[src/rtl/operand_fetch.sv]
// Issue stage: 32-entry register file, pending-destination scoreboard and a
// registered {cmd, lhs, rhs, rd} ALU interface. Build option: OPFETCH_BYPASS_EN.
module operand_fetch #(
  parameter int XLEN  = 32,
  parameter int NREGS = 32,
  parameter int CMDW  = 4
) (
  input  logic            clk,
  input  logic            rst_n,
  input  logic            in_valid,
  output logic            in_ready,
  input  logic [CMDW-1:0] in_cmd,
  input  logic [4:0]      in_rs1,
  input  logic [4:0]      in_rs2,
  input  logic [4:0]      in_rd,
  input  logic            in_use_imm,
  input  logic [XLEN-1:0] in_imm,
  output logic            out_valid,
  input  logic            out_ready,
  output logic [CMDW-1:0] out_cmd,
  output logic [XLEN-1:0] out_lhs,
  output logic [XLEN-1:0] out_rhs,
  output logic [4:0]      out_rd,
  input  logic            wb_en,
  input  logic [4:0]      wb_rd,
  input  logic [XLEN-1:0] wb_data
);

  logic [XLEN-1:0]  regs_q [NREGS];
  logic [NREGS-1:0] pending_q, pending_d;

  logic             out_valid_q, out_valid_d;
  logic [CMDW-1:0]  out_cmd_q, out_cmd_d;
  logic [XLEN-1:0]  out_lhs_q, out_lhs_d;
  logic [XLEN-1:0]  out_rhs_q, out_rhs_d;
  logic [4:0]       out_rd_q, out_rd_d;

  logic             wb_wr;
  logic             wb_hit_rs1, wb_hit_rs2, wb_hit_rd;
  logic             fwd_rs1, fwd_rs2;
  logic             src_hz_rs1, src_hz_rs2, waw_hz, hazard;
  logic             accept;
  logic [XLEN-1:0]  rs1_val, rs2_val, rhs_val;

  assign wb_wr      = wb_en && (wb_rd != 5'd0);
  assign wb_hit_rs1 = wb_en && (wb_rd == in_rs1);
  assign wb_hit_rs2 = wb_en && (wb_rd == in_rs2);
  assign wb_hit_rd  = wb_en && (wb_rd == in_rd);

`ifdef OPFETCH_BYPASS_EN
  assign fwd_rs1 = wb_hit_rs1;
  assign fwd_rs2 = wb_hit_rs2;
`else
  assign fwd_rs1 = 1'b0;
  assign fwd_rs2 = 1'b0;
`endif

  // A forwarded source is no longer a hazard; WAW may always release on the
  // writeback of the same destination since the new pending bit wins.
  assign src_hz_rs1 = (in_rs1 != 5'd0) && pending_q[in_rs1] && !fwd_rs1;
  assign src_hz_rs2 = (in_rs2 != 5'd0) && pending_q[in_rs2] && !fwd_rs2;
  assign waw_hz     = (in_rd != 5'd0) && pending_q[in_rd] && !wb_hit_rd;
  assign hazard     = src_hz_rs1 || (!in_use_imm && src_hz_rs2) || waw_hz;

  assign in_ready = !hazard && (!out_valid_q || out_ready);
  assign accept   = in_valid && in_ready;

  always_comb begin
    rs1_val = '0;
    if (in_rs1 != 5'd0) begin
      rs1_val = fwd_rs1 ? wb_data : regs_q[in_rs1];
    end
  end

  always_comb begin
    rs2_val = '0;
    if (in_rs2 != 5'd0) begin
      rs2_val = fwd_rs2 ? wb_data : regs_q[in_rs2];
    end
  end

  assign rhs_val = in_use_imm ? in_imm : rs2_val;

  always_comb begin
    out_valid_d = out_valid_q;
    out_cmd_d   = out_cmd_q;
    out_lhs_d   = out_lhs_q;
    out_rhs_d   = out_rhs_q;
    out_rd_d    = out_rd_q;
    if (accept) begin
      out_valid_d = 1'b1;
      out_cmd_d   = in_cmd;
      out_lhs_d   = rs1_val;
      out_rhs_d   = rhs_val;
      out_rd_d    = in_rd;
    end else if (out_ready) begin
      out_valid_d = 1'b0;
    end
  end

  // Clear before set so a same-cycle issue to the written register stays pending.
  always_comb begin
    pending_d = pending_q;
    if (wb_wr) begin
      pending_d[wb_rd] = 1'b0;
    end
    if (accept && (in_rd != 5'd0)) begin
      pending_d[in_rd] = 1'b1;
    end
  end

  always_ff @(posedge clk or negedge rst_n) begin
    if (!rst_n) begin
      out_valid_q <= 1'b0;
      out_cmd_q   <= '0;
      out_lhs_q   <= '0;
      out_rhs_q   <= '0;
      out_rd_q    <= '0;
      pending_q   <= '0;
    end else begin
      out_valid_q <= out_valid_d;
      out_cmd_q   <= out_cmd_d;
      out_lhs_q   <= out_lhs_d;
      out_rhs_q   <= out_rhs_d;
      out_rd_q    <= out_rd_d;
      pending_q   <= pending_d;
    end
  end

  // Entry 0 is cleared on reset and never written, so it always reads zero.
  always_ff @(posedge clk or negedge rst_n) begin
    if (!rst_n) begin
      for (int i = 0; i < NREGS; i++) begin
        regs_q[i] <= '0;
      end
    end else if (wb_wr) begin
      regs_q[wb_rd] <= wb_data;
    end
  end

  assign out_valid = out_valid_q;
  assign out_cmd   = out_cmd_q;
  assign out_lhs   = out_lhs_q;
  assign out_rhs   = out_rhs_q;
  assign out_rd    = out_rd_q;

endmodule

[config.mk]
export PLATFORM = sky130hd
export DESIGN_NAME = operand_fetch
export DESIGN_NICKNAME = d
export VERILOG_FILES = /design/src/rtl/operand_fetch.sv
export SDC_FILE = /design/constraint.sdc
export NUM_CORES = 2
export LEC_CHECK = 0
export CORE_MARGIN = 4
export CORE_UTILIZATION = 45
export CTS_BUF_LIST = sky130_fd_sc_hd__clkbuf_8
export CTS_CLUSTER_DIAMETER = 60
export DETAILED_ROUTE_END_ITERATION = 7
export MAX_ROUTING_LAYER = met4
export SETUP_SLACK_MARGIN = 0.05
export SYNTH_ARGS = -nofsm -noshare
export SYNTH_HDL_FRONTEND = slang
export SYNTH_SLANG_ARGS = --single-unit
[constraint.sdc]
create_clock -name clk -period 2.71 [get_ports clk]
set_clock_uncertainty 0.2 [all_clocks]
set_input_delay 0.4065 -clock clk [delete_from_list [all_inputs] [get_ports clk]]
set_output_delay 0.4065 -clock clk [all_outputs]
set_load 0.05 [all_outputs]
Word level (Yosys, flattened, before mapping)
Cells that the tools add are included.
{"block": "word_totals", "register_bits": 1130, "in_bits": 94, "output_inout_bits": 75, "word_cells": 106}
{"block": "op_classes", "order_cmp": 10, "eq_ne": 1, "mux": 26, "bitwise": 6, "n_reduce_logical": 25}
{"operator": "bitwise mux 1024 bit", "n": 1}
{"operator": "binary-select mux 32 bit (select 5 bit)", "n": 2}
{"operator": "two-way mux 32 bit", "n": 10}
{"operator": "demux 32 bit (select 5 bit)", "n": 1}
{"operator": "bitwise AND 32 bit", "n": 1}
{"operator": "inverter 32 bit", "n": 1}
{"operator": "OR 32 bit", "n": 1}
{"operator": "less-than comparator 5 x 6 -> 1 bit, second input constant", "n": 4}
{"operator": "nonzero test 5 bit", "n": 4}
{"operator": ">= comparator 6 bit, second input constant", "n": 3}
{"operator": "inverter 5 -> 6 bit", "n": 3}
{"operator": "binary-select mux 1 bit (select 5 bit)", "n": 3}
{"operator": "logical AND 1 bit", "n": 13}
{"operator": "demux 1 bit (select 5 bit)", "n": 2}
{"operator": ">= comparator 5 x 1 -> 1 bit, second input constant", "n": 2}
{"operator": "two-way mux 1 bit", "n": 7}
{"operator": "less-than comparator 6 x 1 -> 1 bit, second input constant", "n": 1}
{"operator": "== test 5 bit", "n": 1}
{"operator": "zero test 1 bit", "n": 4}
{"operator": "logical OR 1 bit", "n": 3}
{"operator": "nonzero test 2 bit", "n": 1}

Logic depth before layout (Yosys ltp)
{"block": "depth", "word_depth": 11, "mapped_depth": 11, "mapped_depth_nobuf": 7}

Worst setup path after synthesis
OpenSTA, ideal clock, no wires.
{"block": "synth_timing", "path_kind": "input to register", "from": "input in_rs1[0]", "to": "register out_lhs_q[0] (netlist: out_lhs[0])", "arrival_ps": 2687, "slack_ps": -301, "path_stages": 8, "path_cell_list": "buf_2 -> buf_2 -> buf_1 -> mux4_2 -> mux4_2 -> nand2_1 -> a21oi_1 -> mux2_2"}
{"block": "synth_via", "elab_chain_cells": 8, "elab_cells_between_ends": 14, "cone_classes": "mux: 6; bitwise: 1; reduce/logical: 7"}
{"item": "from (decl)", "line_no": "13", "source": "input logic [4:0] in_rs1,"}
{"item": "binary-select mux 1 bit (select 5 bit)", "line_no": "60", "source": "assign src_hz_rs1 = (in_rs1 != 5'd0) && pending_q[in_rs1] && !fwd_rs1;"}
{"item": "two-way mux 1 bit (not written as such)", "line_no": "60"}
{"item": "logical AND 1 bit", "line_no": "60"}
{"item": "logical OR 1 bit (2 in a row)", "line_no": "63", "source": "assign hazard = src_hz_rs1 || (!in_use_imm && src_hz_rs2) || waw_hz;"}
{"item": "zero test 1 bit", "line_no": "65", "source": "assign in_ready = !hazard && (!out_valid_q || out_ready);"}
{"item": "logical AND 1 bit", "line_no": "65"}
{"item": "logical AND 1 bit", "line_no": "66", "source": "assign accept = in_valid && in_ready;"}
{"item": "to (signal assigned)", "line_no": "123", "source": "out_lhs_q <= out_lhs_d;"}
{"item": "to (decl)", "line_no": "34", "source": "logic [XLEN-1:0] out_lhs_q, out_lhs_d;"}
Parallel ways exist; a longest one is shown, timed or not. The select of a mux whose other input is x is not followed.
A chain may end at the register's enable or synchronous reset.

Final worst setup path
{"block": "layout_timing", "from": "register pending_q[31]", "to": "output in_ready"}
{"block": "layout_via", "elab_chain_cells": 8, "elab_cells_between_ends": 15, "cone_classes": "mux: 6; reduce/logical: 9"}
{"item": "from (decl)", "line_no": "30", "source": "logic [NREGS-1:0] pending_q, pending_d;"}
{"item": "from (signal assigned)", "line_no": "126", "source": "pending_q <= pending_d;"}
{"item": "binary-select mux 1 bit (select 5 bit)", "line_no": "61", "source": "assign src_hz_rs2 = (in_rs2 != 5'd0) && pending_q[in_rs2] && !fwd_rs2;"}
{"item": "two-way mux 1 bit (not written as such)", "line_no": "61"}
{"item": "logical AND 1 bit", "line_no": "61"}
{"item": "logical AND 1 bit", "line_no": "63"}
{"item": "logical OR 1 bit", "line_no": "63"}
{"item": "logical OR 1 bit *", "line_no": "63"}
{"item": "zero test 1 bit *", "line_no": "65"}
{"item": "logical AND 1 bit *", "line_no": "65"}
{"item": "to (decl)", "line_no": "11", "source": "output logic in_ready,"}
Every way passes the cells marked *; elsewhere a longest branch is shown, timed or not. The select of a mux whose other input is x is not followed.

==> flow_summary.yaml <==
outcome:
  status: "finished, violations left"
  violations: "setup timing"
clock_tree:
  clk_path_buf_depth: 3
  numCtsBuffers: 195
  clk_latency_ps: 940
  clk_pin_slew_worst_paths_ps: 60
  h-tree-depth: 4
  cts.sinks: 1130
  root_buffer: "clkbuf_8"
  cts_tree: "built"
drt:
  wl_per_cell_um: 31.3
  drt_iter0_drc: 3932
  via_per_inst: 6.35
  vias: 40200
  drt_first_pass_iters: 6
  remaining_drc_errors: 0
  ant_nets: 0
  totalWireLength_um: 198000
layout:
  fin_util_pct: 55.2
  final_area_um2: 71900
  fillerInstances: 10600
  stdcell_count: 6327
  multi_input_area_um2: 29700
  regArea_um2: 28300
  drive_gt1_share_pct: 51.9
  nNetsFinal: 4529
  area_growth_pct: 21.2
timing:
  rsz0062_at_grt: "yes"
  fmax_mhz: 271
  timing.final.crit_share_pct: 136
  slew_headroom_pct: 33.5
  holdWs_ps: 81.1
  min_period_ps: 3690
  tightest_slew_ps: 997
  final-setup-viol-count: 106
  finalHoldViolations: 0
  setup_tns_ps: -40740
  worst_slack_ps: -976
  drv_slew: 0
worst_setup_path:
  crit_chain: "buf_4 -> mux4_2 -> mux2i_2 -> a2111oi_2 -> nor3_4 -> buf_4 -> and3_4 -> buf_12"
  cp_slowest_cell: "mux4_2"
  r2r_cells: 13
  reg2reg_slack_ps: -460
  required_ps: 2100
  max_stage_delay_ps: 480
  arrival_ps: 3080
  crit_top_cell: "buf_4"
  crit_fanout: 3
  critPathBufInv: 3
  endpoint_kind: "output port"
  crit_family: "multiplexers"
  crit_type: "flip-flop to output port"
  cp.depth: 8
  critPathLaunchType: "flip-flop"
die:
  die_w_um: 371
  die_h_um: 371
  coreArea_um2: 130000
  rows: 132
  die_area_um2: 138000
  start_util_pct: 45.5
  io_pins: 169
placed_design:
  dp_hpwl_um: 125000
  place_area_um2: 67100
  placed_cells: 5946
  pre_cts_ws_ps: -894
  port_buffers: 168
  gp_congestion: 0.863
global_route:
  antenna_found_initial: 3
  grt_start_max_net_pins: 122
  grt_usage_pct: 29.8
  grt-busiest-layer: "met2"
  grtUsageMet3_pct: 4.89
  gr-total-overflow: 0
  grt_pass1_wl_um: 291000
  grt_pass1_vias: 41500
  met2_usage_pct: 45.4
  grtUsageMet1_pct: 40.7
logic_synthesis:
  syn_area_um2: 59300
  synth_fp_nets: 4136
  syn_inst: 4042
  synth_warnings: 0
  yosys_register_bits: 1130
  yosysUniqueCellTypes: 49
  ys_seq_area_share_pct: 47.7
  synth.avg_cell_area_um2: 14.7
job:
  max_cap_violations: 0
power:
  p_per_area_nw_per_um2: 720
  power_mw: 51.8
  peakVddDrop_v: 0.000581
  leakagePower_nw: 31.8
worst_hold_path:
  hold_class: "primary input to flip-flop"
  holdPathStages: 4
[cell usage in the layout, fill, tap and decap left out, types with 6 or more instances in the layout]
| cell type | synthesis | routed |
|---|---|---|
| o22ai_1 | 71 | 67 |
| mux4_2 | 461 | 461 |
| mux2_4 | 18 | 18 |
| o31ai_4 | 0 | 9 |
| nor2_1 | 23 | 14 |
| buf_8 | 0 | 7 |
| clkdlybuf4s50_1 | 0 | 82 |
| nand2_1 | 99 | 90 |
| nor3_1 | 34 | 33 |
| o32ai_4 | 0 | 6 |
| nor2b_1 | 6 | 6 |
| dlygate4sd2_1 | 0 | 72 |
| nand3_1 | 6 | 6 |
| buf_12 | 0 | 175 |
| buf_16 | 0 | 8 |
| o21ai_0 | 10 | 6 |
| nor2_4 | 0 | 9 |
| inv_1 | 17 | 79 |
| clkinv_2 | 0 | 18 |
| a21oi_1 | 130 | 129 |
| buf_6 | 4 | 10 |
| nand2b_1 | 8 | 6 |
| o221ai_1 | 129 | 129 |
| dfrtp_1 | 1130 | 1130 |
| buf_4 | 0 | 289 |
| nand2_4 | 0 | 8 |
| dlygate4sd3_1 | 0 | 12 |
| mux2i_1 | 281 | 280 |
| clkbuf_8 | 0 | 246 |
| mux2_2 | 1047 | 1047 |
| o31ai_1 | 42 | 33 |
[kinds of logic after synthesis]
group	synth area share, %
compound gates	4.86
mux	42.6
xor+xnor	0.0738
simple gates	1.61
flops	47.7
buf+inv	3.23
[cell usage after synthesis (all sizes together)]
library cell,instances,area (um2)
o32ai,12,113
clkinv,1,3.75
mux2i,281,2810
o311ai,1,8.76
o31ai,42,315
or3,1,6.26
nand2,99,372
buf,140,626
a21oi,130,651
a31oi,3,18.8
or2,1,6.26
o21ai,10,50.1
nand4,6,43.8
o41ai,5,81.3
nor3b,1,7.51
mux2,1065,12100
and2,2,12.5
o22ai,71,444
o31a,1,8.76
xnor2,5,43.8
a211oi,1,7.51
nand3,6,30.0
nor3,35,180
inv,17,63.8
o211ai,2,15.0
nor4,1,6.26
a2111oi,2,17.5
nor4b,1,15.0
or3b,2,17.5
a22o,1,8.76
nand3b,3,22.5
o2111ai,1,8.76
and3,6,37.5
o221ai,129,1130
nor2,23,86.3
nand2b,8,50.1
mux4,461,10400
nor2b,6,37.5
dfrtp,1130,28300
or4,2,15.0
nand4b,1,8.76
clkbuf,326,1220
a22oi,1,7.51
[report_power, final]
| group | internal (mW) | leakage [nW] | switching (mW) |
|---|---|---|---|
| Combinational | 7.02 | 15.1 | 6.16 |
| Sequential | 20.4 | 14.5 | 2.53 |
| Clock | 8.31 | 2.25 | 7.43 |
[final timing paths]
| check | to | startpoint |
|---|---|---|
| max | in_ready | pending_q[31] |
| min | out_rhs[5] | in_imm[5] |
| max reg2reg | out_rd[0] | pending_q[10] |
| min reg2reg | regs_q[1006] | regs_q[1006] |
| max in group asynchronous | regs_q[770] | rst_n |
| min in group asynchronous | regs_q[900] | rst_n |
[layout make-up]
class | count | area share, %
antenna | 4 | 0.0139
clock buffer | 245 | 4.69
clock inverter | 98 | 0.757
inverter | 18 | 0.0974
multi-input combinational | 2428 | 41.3
sequential | 1130 | 39.3
tap | 1742 | 3.03
timing repair buffer | 662 | 10.8
[routing by layer]
| metal | up-vias | wire length (um) |
|---|---|---|
| met2 | 1587 | 93100 |
| met1 | 21700 | 85200 |
| met3 | 431 | 12900 |
| met4 | 0 | 6970 |
| met5 | - | 0 |
| li1 | 16500 | - |
[state kept, by name, summed over array words and instances (netlist names)]
name and count:
out_lhs 32, regs_q 1024, out_rhs 32, out_cmd 4, out_rd 5, out_valid 1
pending_q 32
[worst min-delay path, cell delays in order]
cell	delay, ps
clkdlybuf4s50_1	480
a21oi_1	70
o31ai_1	80
mux2_2	150
[repair_timing]
action / in CTS / in global routing
buffers inserted: 20 / 2
hold endpoints to repair: 1139 / 0
resized for setup: 160 / 27
cloned: 8 / 2
setup endpoints to repair: 179 / 106
hold buffers: 12 / 0
pin swaps: 10 / 8
Power figures use the tool's default switching activity.
